**src/rtl/bus_arbiter_if.sv**
```systemverilog
// bus_arbiter_if: per-core request/response and shared-RAM bundle for bus_arbiter.
// slave  = arbiter view (takes core requests, drives the RAM port).
// master = environment view (cores plus RAM model).
interface bus_arbiter_if;
  logic [1:0]  req_ren;
  logic [1:0]  req_wen;
  logic [1:0]  req_atomic;
  logic [31:0] req_addr0;
  logic [31:0] req_addr1;
  logic [31:0] req_store0;
  logic [31:0] req_store1;
  logic [31:0] req_load0;
  logic [31:0] req_load1;
  logic [1:0]  req_ack;
  logic        ram_ren;
  logic        ram_wen;
  logic [31:0] ram_addr;
  logic [31:0] ram_store;
  logic [31:0] ram_load;
  logic        ram_ready;

  modport slave (
    input  req_ren, req_wen, req_atomic, req_addr0, req_addr1, req_store0, req_store1,
    input  ram_load, ram_ready,
    output req_load0, req_load1, req_ack,
    output ram_ren, ram_wen, ram_addr, ram_store
  );

  modport master (
    output req_ren, req_wen, req_atomic, req_addr0, req_addr1, req_store0, req_store1,
    output ram_load, ram_ready,
    input  req_load0, req_load1, req_ack,
    input  ram_ren, ram_wen, ram_addr, ram_store
  );
endinterface

```
**src/rtl/bus_arbiter.sv**
```systemverilog
// bus_arbiter: two cores sharing one RAM port through an IDLE/BUSY/RESP FSM.
// Round-robin pointer breaks ties; every output is registered.
// Optional LR/SC reservation tracking: define BUS_ARBITER_RESERVATION_EN.
// Without it req_atomic is ignored, SC is a plain write returning 0, LR a plain read.
module bus_arbiter (
  input  logic         CLK,
  input  logic         RST,
  bus_arbiter_if.slave bus
);
  typedef enum logic [1:0] {IDLE = 2'd0, BUSY = 2'd1, RESP = 2'd2} state_t;

  state_t      state_q, state_d;
  logic        ptr_q, ptr_d;
  logic        owner_q, owner_d;
  logic        wr_q, wr_d;
  logic        ram_ren_q, ram_ren_d;
  logic        ram_wen_q, ram_wen_d;
  logic [31:0] ram_addr_q, ram_addr_d;
  logic [31:0] ram_store_q, ram_store_d;
  logic [31:0] load0_q, load0_d;
  logic [31:0] load1_q, load1_d;
  logic [1:0]  ack_q, ack_d;

  logic [1:0]  act;
  logic        any_req;
  logic        gnt;
  logic        g_wr;
  logic [31:0] g_addr;
  logic [31:0] g_store;
  logic        sc_fail;
  logic [31:0] resp_data;

`ifdef BUS_ARBITER_RESERVATION_EN
  logic             atomic_q, atomic_d;
  logic [1:0]       link_valid_q, link_valid_d;
  logic [1:0][29:0] link_addr_q, link_addr_d;
  logic             g_atomic;
`else
  logic unused_atomic;
  assign unused_atomic = ^bus.req_atomic;
`endif

  // Choose the core to grant; a tie goes to the core named by the pointer.
  always_comb begin
    act     = bus.req_ren | bus.req_wen;
    any_req = |act;
    gnt     = (act == 2'b11) ? ptr_q : act[1];
    g_wr    = bus.req_wen[gnt];
    g_addr  = gnt ? bus.req_addr1 : bus.req_addr0;
    g_store = gnt ? bus.req_store1 : bus.req_store0;
`ifdef BUS_ARBITER_RESERVATION_EN
    g_atomic = bus.req_atomic[gnt];
    sc_fail  = g_wr && g_atomic &&
               !(link_valid_q[gnt] && (link_addr_q[gnt] == g_addr[31:2]));
`else
    sc_fail  = 1'b0;
`endif
  end

  // Next-state and next-output logic for the arbiter FSM.
  always_comb begin
    state_d     = state_q;
    ptr_d       = ptr_q;
    owner_d     = owner_q;
    wr_d        = wr_q;
    ram_ren_d   = ram_ren_q;
    ram_wen_d   = ram_wen_q;
    ram_addr_d  = ram_addr_q;
    ram_store_d = ram_store_q;
    load0_d     = load0_q;
    load1_d     = load1_q;
    ack_d       = 2'b00;
    resp_data   = 32'd0;
`ifdef BUS_ARBITER_RESERVATION_EN
    atomic_d     = atomic_q;
    link_valid_d = link_valid_q;
    link_addr_d  = link_addr_q;
`endif
    case (state_q)
      IDLE: begin
        if (any_req) begin
          owner_d     = gnt;
          wr_d        = g_wr;
          ram_addr_d  = g_addr;
          ram_store_d = g_store;
`ifdef BUS_ARBITER_RESERVATION_EN
          atomic_d    = g_atomic;
`endif
          if (sc_fail) begin
            // Failed SC: answer 1 straight away, never touch the RAM.
            state_d    = RESP;
            ack_d[gnt] = 1'b1;
            if (gnt) load1_d = 32'd1;
            else     load0_d = 32'd1;
`ifdef BUS_ARBITER_RESERVATION_EN
            link_valid_d[gnt] = 1'b0;
`endif
          end else begin
            state_d   = BUSY;
            ram_ren_d = !g_wr;
            ram_wen_d = g_wr;
          end
        end
      end
      BUSY: begin
        if (bus.ram_ready) begin
          state_d        = RESP;
          ram_ren_d      = 1'b0;
          ram_wen_d      = 1'b0;
          ack_d[owner_q] = 1'b1;
          resp_data      = wr_q ? 32'd0 : bus.ram_load;
          if (owner_q) load1_d = resp_data;
          else         load0_d = resp_data;
`ifdef BUS_ARBITER_RESERVATION_EN
          // Sets first, clears last, so a clear always wins.
          for (int j = 0; j < 2; j++) begin
            if (!wr_q && atomic_q && (owner_q == 1'(j))) begin
              link_valid_d[j] = 1'b1;
              link_addr_d[j]  = ram_addr_q[31:2];
            end
            if (wr_q && (link_addr_q[j] == ram_addr_q[31:2]))
              link_valid_d[j] = 1'b0;
            if (wr_q && atomic_q && (owner_q == 1'(j)))
              link_valid_d[j] = 1'b0;
          end
`endif
        end
      end
      RESP: begin
        ptr_d   = ~owner_q;
        state_d = IDLE;
      end
      default: state_d = IDLE;
    endcase
  end

  // Register state and outputs; reset abandons any access in flight.
  always_ff @(posedge CLK) begin
    if (RST) begin
      state_q     <= IDLE;
      ptr_q       <= 1'b0;
      owner_q     <= 1'b0;
      wr_q        <= 1'b0;
      ram_ren_q   <= 1'b0;
      ram_wen_q   <= 1'b0;
      ram_addr_q  <= 32'd0;
      ram_store_q <= 32'd0;
      load0_q     <= 32'd0;
      load1_q     <= 32'd0;
      ack_q       <= 2'b00;
`ifdef BUS_ARBITER_RESERVATION_EN
      atomic_q     <= 1'b0;
      link_valid_q <= 2'b00;
      link_addr_q  <= '0;
`endif
    end else begin
      state_q     <= state_d;
      ptr_q       <= ptr_d;
      owner_q     <= owner_d;
      wr_q        <= wr_d;
      ram_ren_q   <= ram_ren_d;
      ram_wen_q   <= ram_wen_d;
      ram_addr_q  <= ram_addr_d;
      ram_store_q <= ram_store_d;
      load0_q     <= load0_d;
      load1_q     <= load1_d;
      ack_q       <= ack_d;
`ifdef BUS_ARBITER_RESERVATION_EN
      atomic_q     <= atomic_d;
      link_valid_q <= link_valid_d;
      link_addr_q  <= link_addr_d;
`endif
    end
  end

  assign bus.req_ack   = ack_q;
  assign bus.req_load0 = load0_q;
  assign bus.req_load1 = load1_q;
  assign bus.ram_ren   = ram_ren_q;
  assign bus.ram_wen   = ram_wen_q;
  assign bus.ram_addr  = ram_addr_q;
  assign bus.ram_store = ram_store_q;
endmodule
```
**src/flat_wrapper.sv**
```systemverilog
// flat-port wrapper written by rule: the top's interface ports become plain ports
module bus_arbiter_flat 
  (CLK, RST, bus_req_ren, bus_req_wen, bus_req_atomic, bus_req_addr0, bus_req_addr1, bus_req_store0, bus_req_store1, bus_ram_load, bus_ram_ready, bus_req_load0, bus_req_load1, bus_req_ack, bus_ram_ren, bus_ram_wen, bus_ram_addr, bus_ram_store);
  bus_arbiter_if bus_i ();
  input  logic CLK;
  input  logic RST;
  input wire logic [$bits(bus_i.req_ren)-1:0] bus_req_ren;
  input wire logic [$bits(bus_i.req_wen)-1:0] bus_req_wen;
  input wire logic [$bits(bus_i.req_atomic)-1:0] bus_req_atomic;
  input wire logic [$bits(bus_i.req_addr0)-1:0] bus_req_addr0;
  input wire logic [$bits(bus_i.req_addr1)-1:0] bus_req_addr1;
  input wire logic [$bits(bus_i.req_store0)-1:0] bus_req_store0;
  input wire logic [$bits(bus_i.req_store1)-1:0] bus_req_store1;
  input wire logic [$bits(bus_i.ram_load)-1:0] bus_ram_load;
  input wire logic [$bits(bus_i.ram_ready)-1:0] bus_ram_ready;
  output wire logic [$bits(bus_i.req_load0)-1:0] bus_req_load0;
  output wire logic [$bits(bus_i.req_load1)-1:0] bus_req_load1;
  output wire logic [$bits(bus_i.req_ack)-1:0] bus_req_ack;
  output wire logic [$bits(bus_i.ram_ren)-1:0] bus_ram_ren;
  output wire logic [$bits(bus_i.ram_wen)-1:0] bus_ram_wen;
  output wire logic [$bits(bus_i.ram_addr)-1:0] bus_ram_addr;
  output wire logic [$bits(bus_i.ram_store)-1:0] bus_ram_store;
  assign bus_i.req_ren = bus_req_ren;
  assign bus_i.req_wen = bus_req_wen;
  assign bus_i.req_atomic = bus_req_atomic;
  assign bus_i.req_addr0 = bus_req_addr0;
  assign bus_i.req_addr1 = bus_req_addr1;
  assign bus_i.req_store0 = bus_req_store0;
  assign bus_i.req_store1 = bus_req_store1;
  assign bus_i.ram_load = bus_ram_load;
  assign bus_i.ram_ready = bus_ram_ready;
  assign bus_req_load0 = bus_i.req_load0;
  assign bus_req_load1 = bus_i.req_load1;
  assign bus_req_ack = bus_i.req_ack;
  assign bus_ram_ren = bus_i.ram_ren;
  assign bus_ram_wen = bus_i.ram_wen;
  assign bus_ram_addr = bus_i.ram_addr;
  assign bus_ram_store = bus_i.ram_store;
  bus_arbiter u_core (.CLK(CLK), .RST(RST), .bus(bus_i));
endmodule
```
**config.mk**
```make
export PLATFORM = sky130hd
export DESIGN_NAME = bus_arbiter_flat
export DESIGN_NICKNAME = d
export VERILOG_FILES = /design/src/rtl/bus_arbiter_if.sv /design/src/rtl/bus_arbiter.sv /design/src/flat_wrapper.sv
export SDC_FILE = /design/constraint.sdc
export NUM_CORES = 1
export LEC_CHECK = 0
export CORE_UTILIZATION = 32
export CTS_CLUSTER_DIAMETER = 100
export DETAILED_ROUTE_END_ITERATION = 10
export PLACE_DENSITY_LB_ADDON = 0.05
export SETUP_SLACK_MARGIN = 0.3
export SLEW_MARGIN = 25
export SYNTH_ARGS = -nofsm -noshare
export SYNTH_HDL_FRONTEND = slang
export SYNTH_SLANG_ARGS = --single-unit
```
**constraint.sdc**
```tcl
create_clock -name CLK -period 3.7 [get_ports CLK]
set_input_delay 0.74 -clock CLK [delete_from_list [all_inputs] [get_ports CLK]]
set_output_delay 0.74 -clock CLK [all_outputs]
set_load 0.005 [all_outputs]
```
## Word level (Yosys, flattened, before mapping)

Index checks and enable logic that the tools add are counted.

- Input bits: 169
- Flip-flop bits (word level): 137
- Logic and storage cells: 50

- Bitwise logic cells: 4
- Reduce and logical (&&, ||, !) cells: 11
- Order comparisons: 3
- Mux-type cells: 16
- Equal/unequal tests: 5

Operators with widths:

| kind | number |
|---|---|
| two-way mux 32 bit | 3 |
| AND reduction 3 bit | 3 |
| two-way mux 1 bit | 7 |
| == test 2 bit (second input constant) | 2 |
| < comparator 1 x 2 -> 1 bit (second input constant) | 2 |
| two-way mux 2 bit | 2 |
| one-hot mux 1 bit (2 select lines) | 2 |
| one-hot mux 2 bit (2 select lines) | 1 |
| AND reduction 2 bit | 2 |
| inverter 1 bit | 3 |
| OR reduction 3 bit | 1 |
| == test 2 x 1 -> 1 bit (second input constant) | 1 |
| logical NOT 2 bit | 1 |
| inequality test 2 x 1 -> 1 bit (second input constant) | 1 |
| inequality test 2 bit (second input constant) | 1 |
| OR 2 bit | 1 |
| nonzero test 2 bit | 1 |
| OR reduction 2 bit | 1 |
| demux 1 bit (select 1 bit) | 1 |
| >= comparator 1 bit (second input constant) | 1 |
| logical AND 1 bit | 1 |
| logical NOT 1 bit | 1 |

## Logic depth before layout (Yosys ltp)

Gate-level depths: netlist of the first run.

- Depth in word-level cells: 8
- Mapped depth: 6
- Mapped depth without buffers: 3

## Worst setup path after synthesis of the first run

No wires, ideal clock.

- Path kind: input port to flip-flop
- Start: input bus_req_wen[1]
- End: register u_core.ram_addr_q[21] (netlist: u_core.bus.ram_addr[21])
- Arrival: 1.812 ns
- Setup slack: 1.746 ns
- Setup time: 0.142 ns
- Path buffers: 2
- Required time: 3.558 ns
- Stages on the path: 5
- Cell sequence: or4_1 -> buf_2 -> buf_2 -> a21oi_1 -> a311oi_1

- Word-level cells in the longest chain between the ends: 4
- Elaborated cells on any way between the ends: 6

Ends and longest elaborated chain:

| what | RTL line | text |
|---|---|---|
| from (decl) | flat_wrapper.sv:8 | `input wire logic [$bits(bus_i.req_wen)-1:0] bus_req_wen;` |
| OR 2 bit (*) | bus_arbiter.sv:45 | `act = bus.req_ren \| bus.req_wen;` |
| == test 2 bit | bus_arbiter.sv:47 | `gnt = (act == 2'b11) ? ptr_q : act[1];` |
| two-way mux 1 bit | bus_arbiter.sv:47 |  |
| two-way mux 32 bit | bus_arbiter.sv:49 | `g_addr = gnt ? bus.req_addr1 : bus.req_addr0;` |
| to (signal assigned) | bus_arbiter.sv:163 | `ram_addr_q <= ram_addr_d;` |
| to (decl) | bus_arbiter.sv:18 | `logic [31:0] ram_addr_q, ram_addr_d;` |

Mark *: on every way between the ends. The rest lies on a longest branch, timed or not.
A chain may end at the register's enable or synchronous reset.

## Worst setup path in the final report of the first run

- Start: input bus_req_wen[1]
- End: register u_core.ram_store_q[25] (netlist: u_core.bus.ram_store[25])

- Word-level cells in the longest chain between the ends: 4
- Elaborated cells on any way between the ends: 6

Ends and longest elaborated chain:

| what | RTL line | text |
|---|---|---|
| OR 2 bit (*) | bus_arbiter.sv:45 |  |
| == test 2 bit | bus_arbiter.sv:47 |  |
| two-way mux 1 bit | bus_arbiter.sv:47 |  |
| two-way mux 32 bit | bus_arbiter.sv:50 | `g_store = gnt ? bus.req_store1 : bus.req_store0;` |
| to (signal assigned) | bus_arbiter.sv:164 | `ram_store_q <= ram_store_d;` |
| to (decl) | bus_arbiter.sv:19 | `logic [31:0] ram_store_q, ram_store_d;` |

Marks and branches as above.

==> results of run 1 <==
[through the flow]
stage	total power [W]	hold WS, ns	std cells	setup WS (ns)
floorplan	0.00203	0.453	733	1.75
global route	0.00432	0.467	1228	1.02
global placement	0.00254	0.441	1196	0.743
CTS	0.00416	0.454	1228	1.15
detailed placement	0.00254	0.446	1196	0.702
finish	0.00412	0.451	1228	1.12
[per-layer routing]
layer	vias up	GRT usage [%]	wire, um
met3	21	8.44	1860
met1	2941	28.0	8890
li1	3151	-	-
met5	-	0	0
met2	230	38.0	10400
met4	0	7.08	293
[state kept, by name, indices dropped and copies added, names as in the netlist]
signal and count:
u_core.bus.req_load0 32, u_core.ptr_q 1, u_core.bus.req_load1 32, u_core.owner_q 1
u_core.bus.ram_ren 1, u_core.state_q 2, u_core.bus.ram_addr 32, u_core.wr_q 1
u_core.bus.ram_wen 1, u_core.bus.ram_store 32, u_core.bus.req_ack 2
[critical path, cell delays in order]
cell,delay (ns)
clkdlybuf4s50_1,0.53
or4_2,1.00
buf_12,0.31
a21oi_1,0.18
a311oi_1,0.06
[cell type report]
cell class                      count  area [sq um]  share of cell area, %
Clock buffer                       17           425                   4.45
Clock inverter                     15           128                   1.34
Multi-Input combinational cell    515          2810                   29.3
Sequential cell                   137          2740                   28.7
Tap cell                          225           282                   2.95
Timing Repair Buffer              319          3180                   33.2
[placed cells by master, fill, tap and decap left out, types with 17 or more instances in the layout]
cell type,count
a21oi_1,132
a311oi_1,64
buf_4,19
clkbuf_16,17
clkdlybuf4s50_1,297
dfxtp_1,137
nand2_1,129
nand3_1,65
nor2b_1,33
o21ai_0,66
[power by group through the flow]
stage / combinational, W / sequential, W / clock, W
finish: 0.000856 / 0.00165 / 0.00161
floorplan: 0.000341 / 0.00168 / 0
detailed placement: 0.000861 / 0.00168 / 0
global route: 0.000933 / 0.00167 / 0.00172
CTS: 0.000864 / 0.00165 / 0.00165
global placement: 0.000860 / 0.00168 / 0
[cell usage after synthesis, drive strengths merged]
| master | number | area, sq um |
|---|---|---|
| nand4b | 1 | 8.76 |
| and3b | 1 | 8.76 |
| a311oi | 64 | 561 |
| nor4bb | 1 | 10.0 |
| or4 | 1 | 7.51 |
| nand4bb | 1 | 11.3 |
| nor4 | 1 | 12.5 |
| nand3b | 1 | 7.51 |
| o21ba | 1 | 10.0 |
| a22o | 1 | 8.76 |
| nor2 | 7 | 28.8 |
| nor2b | 33 | 206 |
| or3b | 1 | 8.76 |
| clkbuf | 62 | 233 |
| nand3 | 65 | 325 |
| o21bai | 1 | 7.51 |
| or2 | 2 | 12.5 |
| o211ai | 1 | 7.51 |
| nand2 | 129 | 484 |
| buf | 19 | 93.8 |
| a21boi | 1 | 7.51 |
| o21ai | 66 | 330 |
| a211oi | 1 | 7.51 |
| a21oi | 132 | 661 |
| o221ai | 1 | 8.76 |
| nand2b | 1 | 6.26 |
| dfxtp | 137 | 2740 |
| and4b | 1 | 10.0 |
[how the worst max path moves through the flow]
stage	startpoint	end	cells after the start
after global routing	bus_req_wen[1]	u_core.bus.ram_store[27]$_SDFFE_PP0P_	5
final	bus_req_wen[1]	u_core.bus.ram_store[25]$_SDFFE_PP0P_	5
after floorplan	bus_req_wen[1]	u_core.bus.ram_addr[21]$_SDFFE_PP0P_	5
after CTS	bus_req_wen[1]	u_core.bus.ram_store[25]$_SDFFE_PP0P_	5
after global placement	bus_req_wen[1]	u_core.bus.ram_store[13]$_SDFFE_PP0P_	5
after detailed placement	bus_req_wen[1]	u_core.bus.ram_store[11]$_SDFFE_PP0P_	5
[kinds of logic after synthesis]
logic type | share of synthesized area (%)
simple gates | 19.7
buf+inv | 5.60
flops | 47.1
compound gates | 27.6
==> run_results.csv, run 1 <==
group,metric,value,unit
route,drt-initial-drc-count,268,
power,p_per_area,431,mW/mm^2
setup_path,required_worst_endpoint,3.97,ns
setup_path,r2r_cells,4,
power,power.combinational.fraction,20.8,%
status,outcome,"complete, no violations",
logic_synthesis,ys_warn_count,0,
clocking,cts_inserted_buffers,17,
route,detail_route.vias_per_cell,5.17,
placed_design,placedInstanceArea,0.00900,sq mm
setup_path,worst_r2r_endpoint,"u_core.bus.ram_store[15]$_SDFFE_PP0P_",
global_route,first_pass_grt_wire_length,33200,um
min_path,min_delay_path_depth,2,
setup_path,flop_to_flop_setup_slack,1.68,ns
setup_path,rr_startpoint,"u_core.state_q[1]$_SDFFE_PP0P_",
timing,final.min_clock_period,2.58,ns
clocking,clk_latency,0.42,ns
die,die_h,137,um
setup_path,critPathKind,"in2reg",
timing,report.final.hold_viol_count,0,
die,io_pins,301,
timing,achievable-frequency,0.388,GHz
clocking,clk_pin_slew,0.06,ns
setup_path,crit_path_max_fanout,47,
timing,finalSetupTns,0,ns
logic_synthesis,syn_avg_cell_area,7.95,sq um
min_path,worstHoldStart,"u_core.bus.req_load1[6]$_SDFFE_PP0P_",
route,drc,0,
placed_design,place.gp.congestion,0.765,
timing,period_utilization_post_route,69.7,%
clocking,ctsLongestPathBuffers,2,
logic_synthesis,synth-seq-area-share,47.1,%
final_layout,finalCoreUtilization,54.5,%
setup_path,critPathLaunchType,"primary input",
clocking,clockRootBuffer,"clkbuf_16",
route,drt-wirelength-per-cell,17.5,um
global_route,groute.usage.overall,23.1,%
timing,timing_worst_slew_pin_value,0.880,ns
die,row_count,48,
clocking,tritoncts,"done",
route,drt_pre_antenna_iters,4,
global_route,antenna_found_initial,0,
logic_synthesis,ys_ff_latch,137,
power,internal_power,0.00299,W
clocking,cts_hold_buf,0,
global_route,grt_overflow_total,0,
power,vdd_drop_max,0.338,mV
timing,max-slew-margin-rel,41.2,%
power,swShare,27.5,%
timing,timing.clock.skew,0.00913,ns
timing,finalSetupViolations,0,
power,power_frac_seq,40.1,%
die,initial_core_util,33.2,%
placed_design,place.detailed.hpwl,14000,um
final_layout,syn2layout_area_growth,64.0,%
min_path,min_to,"u_core.bus.req_load1[6]$_SDFFE_PP0P_",
clocking,number_of_h_tree_levels,4,
setup_path,worstPathArrival,2.84,ns
route,route.vias.total,6343,
final_layout,final_design_area_no_fill,0.00956,sq mm
final_layout,final_layout_size_suffix_gt1_share,6.48,%
route,wirelength,21500,um
final_layout,nFillCells,1703,
power,total_switching_power,0.00114,W
logic_synthesis,count_of_mapped_cells_out_of_synthesis,733,
global_route,maximum_number_of_pins_on_one_net_before_global_route_repair,74,
timing,grt_setup_unrepaired,"false",
logic_synthesis,unique_masters_post_synth,30,
final_layout,antenna_cells,0,
clocking,ctsResizeCount,0,
power,clock_power_share,39.2,%
placed_design,placement.io_buffers,298,
power,static-leakage-power,3.25,nW
flow_run,drv_cap,0,
setup_path,end_kind,"register",
route,remaining_antenna_violation_count,0,
logic_synthesis,synthesis.nets,902,
global_route,number_of_global_route_vias_before_repair,6070,
min_path,hold_path.class,"reg2reg",
die,fp.coreArea,0.0175,sq mm
timing,timing.final.max_slew_violations,0,
die,fp.dieArea,0.0188,sq mm
clocking,clock_sinks,137,
final_layout,final_layout_net_count,1159,
die,die_width,137,um
clocking,cts_setup_buffers,0,
logic_synthesis,synthesis.area,0.00583,sq mm
Note: power is estimated with default switching activity, not from simulation.
==> run 2: changes to the inputs <==
==> constraint.sdc (replaced) <==
create_clock -name CLK -period 2.21 [get_ports CLK]
set_input_delay 0.442 -clock CLK [delete_from_list [all_inputs] [get_ports CLK]]
set_output_delay 0.442 -clock CLK [all_outputs]
set_load 0.005 [all_outputs]
==> run_results.csv, run 2 (synthesis gave the netlist of run 1 again) <==
group,metric,value,unit
status,outcome,"complete, no violations",
setup_path,r2r_cells,5,
timing,finalSetupViolations,0,
final_layout,final_layout_size_suffix_gt1_share,7.77,%
clocking,clk_pin_slew,0.06,ns
die,row_count,48,
route,drt-wirelength-per-cell,17.5,um
placed_design,detailedPlace.worstSlack,-0.144,ns
placed_design,place.detailed.hpwl,14200,um
die,die_h,137,um
setup_path,critPathKind,"in2reg",
timing,achievable-frequency,0.564,GHz
setup_path,flop_to_flop_setup_slack,0.61,ns
final_layout,seqCellArea,0.00274,sq mm
route,wirelength,21700,um
timing,timing.final.max_slew_violations,0,
final_layout,syn2layout_area_growth,69.5,%
final_layout,antenna_cells,0,
route,detail_route.vias_per_cell,5.15,
power,p_per_area,751,mW/mm^2
timing,max-slew-margin-rel,60.5,%
setup_path,critPathLaunchType,"primary input",
timing,report.final.hold_viol_count,0,
min_path,hold_path.class,"in2reg",
setup_path,worstPathArrival,2.04,ns
die,io_pins,301,
global_route,first_pass_grt_wire_length,33600,um
die,die_width,137,um
clocking,clock_sinks,137,
clocking,clockRootBuffer,"clkbuf_16",
timing,postLayoutSetupSlackWorst,0.437,ns
placed_design,placement.io_buffers,298,
clocking,cts_inserted_buffers,17,
setup_path,rr_startpoint,"u_core.state_q[1]$_SDFFE_PP0P_",
die,fp.coreArea,0.0175,sq mm
global_route,number_of_global_route_vias_before_repair,6283,
clocking,clk_latency,0.42,ns
timing,period_utilization_post_route,80.2,%
global_route,groute.usage.overall,23.2,%
clocking,number_of_h_tree_levels,4,
global_route,antenna_found_initial,0,
timing,final.min_clock_period,1.77,ns
final_layout,mostFrequentLayoutCell,"clkdlybuf4s50_1",
setup_path,end_kind,"register",
placed_design,place.gp.congestion,0.759,
power,vdd_drop_max,0.580,mV
die,fp.dieArea,0.0188,sq mm
clocking,tritoncts,"done",
route,drt_pre_antenna_iters,4,
clocking,cts_hold_buf,0,
final_layout,final_layout_net_count,1174,
final_layout,final_cell_mix,"clkdlybuf4s50_1 (297), dfxtp_1 (137), a21oi_1 (132)",
timing,grt_setup_unrepaired,"false",
min_path,worstHoldStart,"RST",
timing,timing_worst_slew_pin_value,0.592,ns
route,route.vias.total,6400,
route,drc,0,
min_path,min_to,"u_core.bus.req_ack[0]$_SDFF_PP0_",
timing,finalSetupTns,0,ns
final_layout,nFillCells,1697,
clocking,ctsLongestPathBuffers,2,
route,remaining_antenna_violation_count,0,
global_route,grt_overflow_total,0,
global_route,maximum_number_of_pins_on_one_net_before_global_route_repair,50,
min_path,min_delay_path_depth,2,
final_layout,multi_input_area,0.00281,sq mm
route,drt-initial-drc-count,238,
timing,timing.clock.skew,0.00724,ns
setup_path,worst_r2r_endpoint,"u_core.bus.ram_store[22]$_SDFFE_PP0P_",
setup_path,required_worst_endpoint,2.48,ns
die,initial_core_util,33.2,%
flow_run,drv_cap,0,
setup_path,crit_path_max_fanout,49,
power,static-leakage-power,3.40,nW
## run 2: cell count changes in the layout (fill, tap and decap cells not counted)
cell,before,now
buf_12,3,12
buf_4,19,24
bufinv_16,1,5
clkinv_2,5,1
clkinvlp_4,5,4
nor2_2,0,1
or4_2,1,0
or4_4,0,1
## run 2: metal layers
metal	routed length, um	GRT usage [%]	share of wire (%)
met4	360	8.12	1.7
met3	1850	8.07	8.5
met5	0	0	0
met2	10500	38.6	48
met1	8990	27.6	41
## run 2: metrics by stage
step	cell area [sq um]	utilization, %	total power, W	instances	hold WS (ns)
after floorplan	5830	-	0.00339	733	0.453
after global routing	9880	56.3	0.00775	1242	0.434
after detailed placement	9220	52.6	0.00432	1210	0.445
final	9880	56.3	0.00742	1242	0.432
after CTS	9870	56.3	0.00749	1241	0.428
after global placement	9220	52.6	0.00432	1210	0.441
## run 2: timing repair
item	CTS	global route
cloned	0	1
setup buffers	0	0
pin swaps	0	1
gates resized for setup	0	1
setup endpoints to repair	1	50
## run 2: cell type report
| class | instances | share of cell area, % |
|---|---|---|
| sequential | 137 | 27.8 |
| multi-input combinational | 516 | 28.5 |
| tap | 225 | 2.85 |
| clock inverter | 14 | 2.23 |
| clock buffer | 17 | 4.31 |
| timing repair buffer | 333 | 34.4 |
## run 2: how the worst max path moves through the flow
stage	from	endpoint	slack (ns)	cells after the start
finish	bus_req_wen[1]	u_core.bus.ram_store[17]$_SDFFE_PP0P_	0.44	5
global route	bus_req_wen[1]	u_core.bus.ram_store[17]$_SDFFE_PP0P_	0.36	5
CTS	bus_req_wen[1]	u_core.bus.ram_store[17]$_SDFFE_PP0P_	0.29	5
detailed placement	bus_req_wen[1]	u_core.bus.ram_addr[25]$_SDFFE_PP0P_	-0.14	5
global placement	bus_req_wen[1]	u_core.bus.ram_addr[27]$_SDFFE_PP0P_	-0.11	5
floorplan	bus_req_wen[1]	u_core.bus.ram_addr[21]$_SDFFE_PP0P_	0.55	5
## run 2: where the power goes
group | internal, W | switching [W] | total, W
Clock | 0.00200 | 0.00115 | 0.00315
Sequential | 0.00266 | 0.0000974 | 0.00276
Combinational | 0.000852 | 0.000663 | 0.00152
Total | 0.00552 | 0.00191 | 0.00742
## run 2: worst max-delay path: stages
cell and delay (ns):
clkdlybuf4s50_1 0.50, or4_4 0.61, buf_12 0.21, a21oi_1 0.19, a311oi_1 0.07
